### src/rtl/sequence_recorder_16x7.sv
// Records up to 16 single-button moves into a 16x7 register memory.
// A move is accepted only after all buttons have been released, so a held
// button is recorded once. Multi-button presses are rejected with a strobe.
module sequence_recorder_16x7 (
  input  logic       clock,
  input  logic       reset,
  input  logic [6:0] botoes,
  input  logic       clear,
  input  logic [3:0] rd_address,
  output logic [6:0] data_out,
  output logic [4:0] count,
  output logic       full,
  output logic       write_pulse,
  output logic       invalid
);

  localparam logic [4:0] MaxCount = 5'd16;

  typedef enum logic [0:0] {
    StEsperaSolta,
    StEsperaJogada
  } state_e;

  state_e     state_q, state_d;
  logic [4:0] count_q, count_d;
  logic       write_pulse_q, write_pulse_d;
  logic       invalid_q, invalid_d;
  logic       mem_we;
  logic [6:0] mem_q [16];
  logic [6:0] data_out_q;
  logic       none_pressed;
  logic       one_hot;

  assign none_pressed = (botoes == 7'd0);
  // x & (x-1) clears the lowest set bit; zero result means at most one bit set.
  assign one_hot      = !none_pressed && ((botoes & (botoes - 7'd1)) == 7'd0);

  // State, move counter and event strobes.
  always_ff @(posedge clock or posedge reset) begin
    if (reset) begin
      state_q       <= StEsperaSolta;
      count_q       <= 5'd0;
      write_pulse_q <= 1'b0;
      invalid_q     <= 1'b0;
    end else begin
      state_q       <= state_d;
      count_q       <= count_d;
      write_pulse_q <= write_pulse_d;
      invalid_q     <= invalid_d;
    end
  end

  // Next-state decode: release gating, accept/reject of a press, clear priority.
  always_comb begin
    state_d       = state_q;
    count_d       = count_q;
    write_pulse_d = 1'b0;
    invalid_d     = 1'b0;
    mem_we        = 1'b0;
    if (clear) begin
      state_d = StEsperaSolta;
      count_d = 5'd0;
    end else begin
      unique case (state_q)
        StEsperaSolta: begin
          if (none_pressed) state_d = StEsperaJogada;
        end
        StEsperaJogada: begin
          if (!none_pressed) begin
            state_d = StEsperaSolta;
            if (!one_hot) begin
              invalid_d = 1'b1;
            end else if (count_q < MaxCount) begin
              mem_we        = 1'b1;
              count_d       = count_q + 5'd1;
              write_pulse_d = 1'b1;
            end
            // One-hot press while full is silently dropped.
          end
        end
        default: state_d = StEsperaSolta;
      endcase
    end
  end

  // Move memory; writes land at the current count, cleared on reset.
  always_ff @(posedge clock or posedge reset) begin
    if (reset) begin
      for (int i = 0; i < 16; i++) begin
        mem_q[i] <= 7'd0;
      end
    end else if (mem_we) begin
      mem_q[count_q[3:0]] <= botoes;
    end
  end

  // Registered read port; sees the pre-write contents on a same-edge write.
  always_ff @(posedge clock or posedge reset) begin
    if (reset) begin
      data_out_q <= 7'd0;
    end else begin
      data_out_q <= mem_q[rd_address];
    end
  end

  assign data_out    = data_out_q;
  assign count       = count_q;
  assign full        = (count_q == MaxCount);
  assign write_pulse = write_pulse_q;
  assign invalid     = invalid_q;

endmodule

### config.mk
export PLATFORM = sky130hd
export DESIGN_NAME = sequence_recorder_16x7
export DESIGN_NICKNAME = d
export VERILOG_FILES = /design/src/rtl/sequence_recorder_16x7.sv
export SDC_FILE = /design/constraint.sdc
export NUM_CORES = 1
export LEC_CHECK = 0
export CORE_ASPECT_RATIO = 1.25
export CORE_MARGIN = 5
export CORE_UTILIZATION = 40
export CTS_CLUSTER_SIZE = 28
export DETAILED_ROUTE_END_ITERATION = 10
export GPL_TIMING_DRIVEN = 0
export PLACE_DENSITY_LB_ADDON = 0.05
export SLEW_MARGIN = 15
export SYNTH_ARGS = -nofsm -noshare
export SYNTH_HDL_FRONTEND = slang
export SYNTH_SLANG_ARGS = --single-unit
### constraint.sdc
create_clock -name clock -period 9 [get_ports clock]
set_clock_uncertainty 0.05 [all_clocks]
set_input_delay 1.8 -clock clock [delete_from_list [all_inputs] [get_ports clock]]
set_output_delay 1.8 -clock clock [all_outputs]
set_load 0.02 [all_outputs]
==> results of run 1 <==
-- routing by layer --
layer,vias up,share of wire,wire length (um),track usage
met5,-,0,0,0
met1,1820,0.47,6410,0.229
met4,0,0.012,166,0.0527
met3,12,0.030,417,0.0403
met2,47,0.49,6740,0.265
li1,1531,-,-,-
-- power by group through the flow --
stage	Clock, mW	Sequential [mW]	Combinational [mW]
4_1_cts	0.632	0.572	0.0570
3_5_place_dp	0	0.582	0.0568
5_1_grt	0.659	0.571	0.0616
3_3_place_gp	0	0.582	0.0539
2_1_floorplan	0	0.582	0.0337
6_report	0.614	0.572	0.0547
-- metrics by stage --
step | util | worst slack [ps]
floorplan | - | 3770
global placement | 0.441 | 1900
detailed placement | 0.443 | 4390
CTS | 0.478 | 4830
global route | 0.478 | 4630
finish | 0.478 | 4840
-- flip-flops by register name (all words and copies together), names as in the netlist --
name	flops
write_pulse	1
count	5
invalid	1
mem_q	112
data_out	7
state_q	1
-- final cells by class --
| class | instances | area (sq um) | area share |
|---|---|---|---|
| plain buffers | 28 | 119 | 0.0166 |
| clock buffers | 24 | 492 | 0.0685 |
| clock inverters | 5 | 33.8 | 0.00471 |
| inverters | 4 | 20.0 | 0.00279 |
| multi-input cells | 226 | 2840 | 0.396 |
| flip-flops and latches | 127 | 3180 | 0.443 |
| well taps | 182 | 228 | 0.0317 |
| repair buffers | 25 | 268 | 0.0373 |
-- Yosys cell counts (5+ instances only) --
cell type | number | area share
dfrtp_1 | 127 | 0.52
mux2_2 | 99 | 0.18
mux4_2 | 35 | 0.13
clkbuf_1 | 19 | 0.012
a21oi_4 | 12 | 0.032
mux2_4 | 9 | 0.022
mux2_1 | 6 | 0.011
nor2_1 | 6 | 0.0037
nor3_1 | 6 | 0.0049
buf_2 | 5 | 0.0041
nand2b_1 | 5 | 0.0051
nand3_1 | 5 | 0.0041
-- kinds of logic (layout without fill, tap and decap cells) --
kind of cell / after synthesis / count (layout) / synth area share
adder cells (fa/ha/maj): 5 / 5 / 0.00976
flip-flops: 127 / 127 / 0.517
buffers and inverters: 32 / 86 / 0.0218
AND/OR/NAND/NOR: 46 / 46 / 0.0590
multiplexers: 149 / 149 / 0.342
AO/OA/AOI/OAI: 24 / 24 / 0.0476
XOR/XNOR: 2 / 2 / 0.00285
-- cells in the final DEF (no fill, tap or decap), types with 3 or more instances in the layout --
cell             count
clkbuf_1            22
inv_1                3
dfrtp_1            127
nand3_4              4
clkbuf_8             4
nor2_1               6
mux2_2              99
clkbuf_16           17
ha_1                 4
mux2_1               6
a21oi_4             12
buf_1                3
buf_2                5
nor2b_1              3
mux2_4               9
nand2b_1             5
nor3_1               6
mux4_2              35
clkdlybuf4s50_1     24
nand3_1              5
-- final timing paths --
check	from	to	slack, ps	depth (start not counted)
max reg2reg	count[4]$_DFFE_PP0P_	mem_q[3]$_DFFE_PP0P_	6650	5
max in group asynchronous	reset	mem_q[105]$_DFFE_PP0P_	6410	3
max	botoes[1]	mem_q[3]$_DFFE_PP0P_	4840	7
min	mem_q[67]$_DFFE_PP0P_	mem_q[67]$_DFFE_PP0P_	430	1
min in group asynchronous	reset	mem_q[61]$_DFFE_PP0P_	1730	2
min reg2reg	mem_q[67]$_DFFE_PP0P_	mem_q[67]$_DFFE_PP0P_	430	1
==> results.sh, run 1 <==
export IMPL_worstMarginPinSlew_ps=870
export IMPL_yosys_register_bits=127
export IMPL_vias_per_cell=5.49
export IMPL_clockRootBuffer="clkbuf_16"
export IMPL_first_pass_iters=4
export IMPL_cp_arrival_ps=4400
export IMPL_synth_cell_types=42
export IMPL_die_area_sq_um=18000
export IMPL_wl_mm=13.7
export IMPL_syn_inst=385
export IMPL_cts_clk_slew_worst_paths_ps=50
export IMPL_crit_chain="clkdlybuf4s50_1 > clkbuf_1 > nor4b_1 > a211o_1 > nand3_1 > a21oi_4 > mux2_2"
export IMPL_share_comb_of_total_power=0.044
export IMPL_cp_slowest_cell="clkdlybuf4s50_1"
export IMPL_fin_tns_setup_ps=0
export IMPL_drtAntennaViolNets=0
export IMPL_endpoint_kind="flop"
export IMPL_p_leak_nw=3.32
export IMPL_hold_violations=0
export IMPL_hold_buffers=0
export IMPL_critPathLaunchType="input pin"
export IMPL_finalSetupViolCount=0
export IMPL_hold_slack_ps=428
export IMPL_syn_area_sq_um=6150
export IMPL_power_mw=1.24
export IMPL_synthArstFlopShare=1.00
export IMPL_wire_per_inst_um=22.1
export IMPL_powerDensity_nw_per_um2=173
export IMPL_grt_antenna_before_repair=0
export IMPL_globalplace_congestion=0.760
export IMPL_cp_top_family="buffers and inverters"
export IMPL_dpl_instance_area_sq_um=6650
export IMPL_cp_max_fo=10
export IMPL_grt_pass1_wl_mm=22.3
export IMPL_clkPwrFrac=0.495
export IMPL_max_clock_path_buffers=2
export IMPL_max_stage_delay_ps=500
export IMPL_cts_tree="built"
export IMPL_maxSlewViolCount=0
export IMPL_syn_area_per_cell_sq_um=16.0
export IMPL_p_sw_mw=0.277
export IMPL_fp_dieW_um=121
export IMPL_layout_nets=447
export IMPL_max_slew_margin_rel=0.420
export IMPL_dpl_hpwl_mm=9.60
export IMPL_vias=3410
export IMPL_initial_core_util=0.410
export IMPL_placed_cells=592
export IMPL_num_rows=50
export IMPL_drc=0
export IMPL_cts_buffers=17
export IMPL_drv_cap=0
export IMPL_period_share=0.462
export IMPL_seqPwrFrac=0.461
export IMPL_cp_num_buf_inv=2
export IMPL_syn_nets=403
export IMPL_rsz0062_at_grt="no"
export IMPL_holdCritPathClass="flop to flop"
export IMPL_insertion_delay_ps=410
export IMPL_status="finished, final reports clean"
export IMPL_grt_overflow=0
export IMPL_required_ps=9240
export IMPL_yosysSeqAreaShare=0.517
export IMPL_cts_resized=0
export IMPL_die_h_um=149
export IMPL_drt_initial_drc_count=162
export IMPL_postCtsSetupRepairBufs=0
export IMPL_synth_edff_count=0
export IMPL_cts_max_level=4
export IMPL_sw_frac_of_total=0.223
export IMPL_coreArea_sq_um=15000
export IMPL_fmax_ghz=0.241
export IMPL_grt_pass1_vias=3709
export IMPL_intPower_mw=0.964
export IMPL_fin_crit_ps=4160
export IMPL_design_area_sq_um=7180
export IMPL_synth_ff_type="dfrtp_1"
export IMPL_ioPinCount=29
export IMPL_path_class="input pin to flop"
export IMPL_ir_drop_mv=0.114
export IMPL_track_usage=0.168
export IMPL_grt_max_degree=83
export IMPL_diodes=0
export IMPL_instances_no_fill=621
export IMPL_area_growth_pct=16.7
export IMPL_clkSinkCount=127
export IMPL_fillerInstances=1341
export IMPL_layout_drive_gt1_share=0.458
export IMPL_synth_warnings=0
export IMPL_port_buffers=24
Note: power is estimated with default switching activity, not from simulation.
==> inputs of run 2 (changes only) <==
Clock period 9 ns to 3.6 ns, I/O delays scaled along.
==> run 2 against run 1 <==
Via count rose by 0.62%. Flip-flop and latch count unchanged. Die area unchanged. Power grew to 2.7 times the previous value.
==> results.sh, run 2 (synthesized netlist as in run 1, its figures left out) <==
export IMPL_dpl_hpwl_mm=10.0
export IMPL_insertion_delay_ps=410
export IMPL_fmax_ghz=0.318
export IMPL_max_clock_path_buffers=2
export IMPL_fin_tns_setup_ps=0
export IMPL_rsz0062_at_grt="no"
export IMPL_initial_core_util=0.410
export IMPL_cp_top_family="buffers and inverters"
export IMPL_coreArea_sq_um=15000
export IMPL_min_path_cells=1
export IMPL_fp_dieW_um=121
export IMPL_hold_path_end="mem_q[67]$_DFFE_PP0P_"
export IMPL_vias=3431
export IMPL_first_pass_iters=4
export IMPL_rr_endpoint="mem_q[54]$_DFFE_PP0P_"
export IMPL_final_common_cell="dfrtp_1"
export IMPL_vias_per_cell=5.47
export IMPL_cp_arrival_ps=3380
export IMPL_endpoint_kind="flop"
export IMPL_layout_nets=450
export IMPL_maxSlewViolCount=0
export IMPL_drc=0
export IMPL_holdCritPathClass="flop to flop"
export IMPL_postCtsSetupRepairBufs=0
export IMPL_path_class="input pin to flop"
export IMPL_cts_buffers=17
export IMPL_wl_mm=13.8
export IMPL_p_leak_nw=3.39
export IMPL_layout_drive_gt1_share=0.463
export IMPL_final_cell_mix="dfrtp_1 (127), mux2_2 (99), mux4_2 (35), clkdlybuf4s50_1 (24), clkbuf_1 (23)"
export IMPL_port_buffers=24
export IMPL_drtAntennaViolNets=0
export IMPL_cts_max_level=4
export IMPL_grt_pass1_wl_mm=22.9
export IMPL_area_growth_pct=18.9
export IMPL_crit_chain="clkdlybuf4s50_1 > clkbuf_1 > nor4b_1 > a211o_1 > nand3_1 > a21oi_4 > mux2_2"
export IMPL_period_share=0.873
export IMPL_grt_pass1_vias=3824
export IMPL_drv_cap=0
export IMPL_ir_drop_mv=0.285
export IMPL_fin_ws_ps=459
export IMPL_clockRootBuffer="clkbuf_16"
export IMPL_fin_crit_ps=3140
export IMPL_die_area_sq_um=18000
export IMPL_cts_resized=0
export IMPL_r2r_worst_path_cells=5
export IMPL_grt_antenna_before_repair=0
export IMPL_hold_violations=0
export IMPL_largest_register="mem_q"
export IMPL_max_slew_margin_rel=0.448
export IMPL_cts_tree="built"
export IMPL_hold_start="mem_q[67]$_DFFE_PP0P_"
export IMPL_ioPinCount=29
export IMPL_globalplace_congestion=0.778
export IMPL_status="finished, final reports clean"
export IMPL_cp_max_fo=10
export IMPL_grt_overflow=0
export IMPL_reg2reg_from="count[4]$_DFFE_PP0P_"
export IMPL_wire_per_inst_um=22.0
export IMPL_finalSetupViolCount=0
export IMPL_reg2reg_slack_ps=1230
export IMPL_diodes=0
export IMPL_largest_register_ffs=112
export IMPL_max_stage_delay_ps=500
export IMPL_dp_slack_ps=2.53
export IMPL_clkSinkCount=127
export IMPL_grt_max_degree=33
export IMPL_powerDensity_nw_per_um2=454
export IMPL_die_h_um=149
export IMPL_required_ps=3840
export IMPL_track_usage=0.171
export IMPL_num_rows=50
export IMPL_cts_clk_slew_worst_paths_ps=60
export IMPL_drt_initial_drc_count=124
export IMPL_cp_slowest_cell="clkdlybuf4s50_1"
export IMPL_critPathLaunchType="input pin"
export IMPL_worstMarginPinSlew_ps=827
export IMPL_hold_buffers=0
export IMPL_cp_num_buf_inv=2
## run 2: changes by cell type in the layout (fill, tap and decap cells not counted), sizes merged
cell	change
buf	+3
bufinv	+3
clkinv	+2
clkbuf	-1
inv	-1
## run 2: worst max-delay path by stage
stage / startpoint / to / slack (ps) / cells after the start
finish: botoes[1] / mem_q[54]$_DFFE_PP0P_ / 460 / 7
global route: botoes[1] / mem_q[54]$_DFFE_PP0P_ / 340 / 7
CTS: botoes[1] / mem_q[54]$_DFFE_PP0P_ / 430 / 7
detailed placement: botoes[1] / mem_q[54]$_DFFE_PP0P_ / 3 / 7
global placement: reset / count[3]$_DFFE_PP0P_ / 50 / 2
floorplan: rd_address[0] / data_out[0]$_DFF_PP0_ / 890 / 4
## run 2: per-layer routing
| metal | up-vias | part of all wire | global-route usage |
|---|---|---|---|
| met3 | 11 | 0.030 | 0.0468 |
| met2 | 39 | 0.50 | 0.275 |
| met5 | - | 0 | 0 |
| li1 | 1542 | - | - |
| met1 | 1839 | 0.46 | 0.230 |
| met4 | 0 | 0.011 | 0.0459 |
## run 2: layout make-up
type	instances	area [sq um]
clock inverters	9	134
flip-flops and latches	127	3180
plain buffers	28	119
multi-input cells	226	2840
inverters	4	18.8
repair buffers	28	328
well taps	182	228
fillers	1297	7700
clock buffers	23	468
## run 2: report_power, final
part           total, mW  switching, mW  internal (mW)  leakage [nW]
logic              0.144         0.0971         0.0473          1.32
clock network       1.74          0.618           1.13         0.291
registers           1.43       0.000227           1.43          1.78
## run 2: per-stage QoR
| stage | utilization | std cells | cell area, sq um | power, mW | hold slack [ps] |
|---|---|---|---|---|---|
| after floorplan | - | 385 | 6150 | 1.54 | 402 |
| after global placement | 0.441 | 591 | 6620 | 1.59 | 413 |
| after detailed placement | 0.447 | 595 | 6710 | 1.60 | 424 |
| after CTS | 0.487 | 627 | 7310 | 3.36 | 437 |
| after global routing | 0.487 | 627 | 7310 | 3.45 | 457 |
| final | 0.487 | 627 | 7310 | 3.32 | 435 |
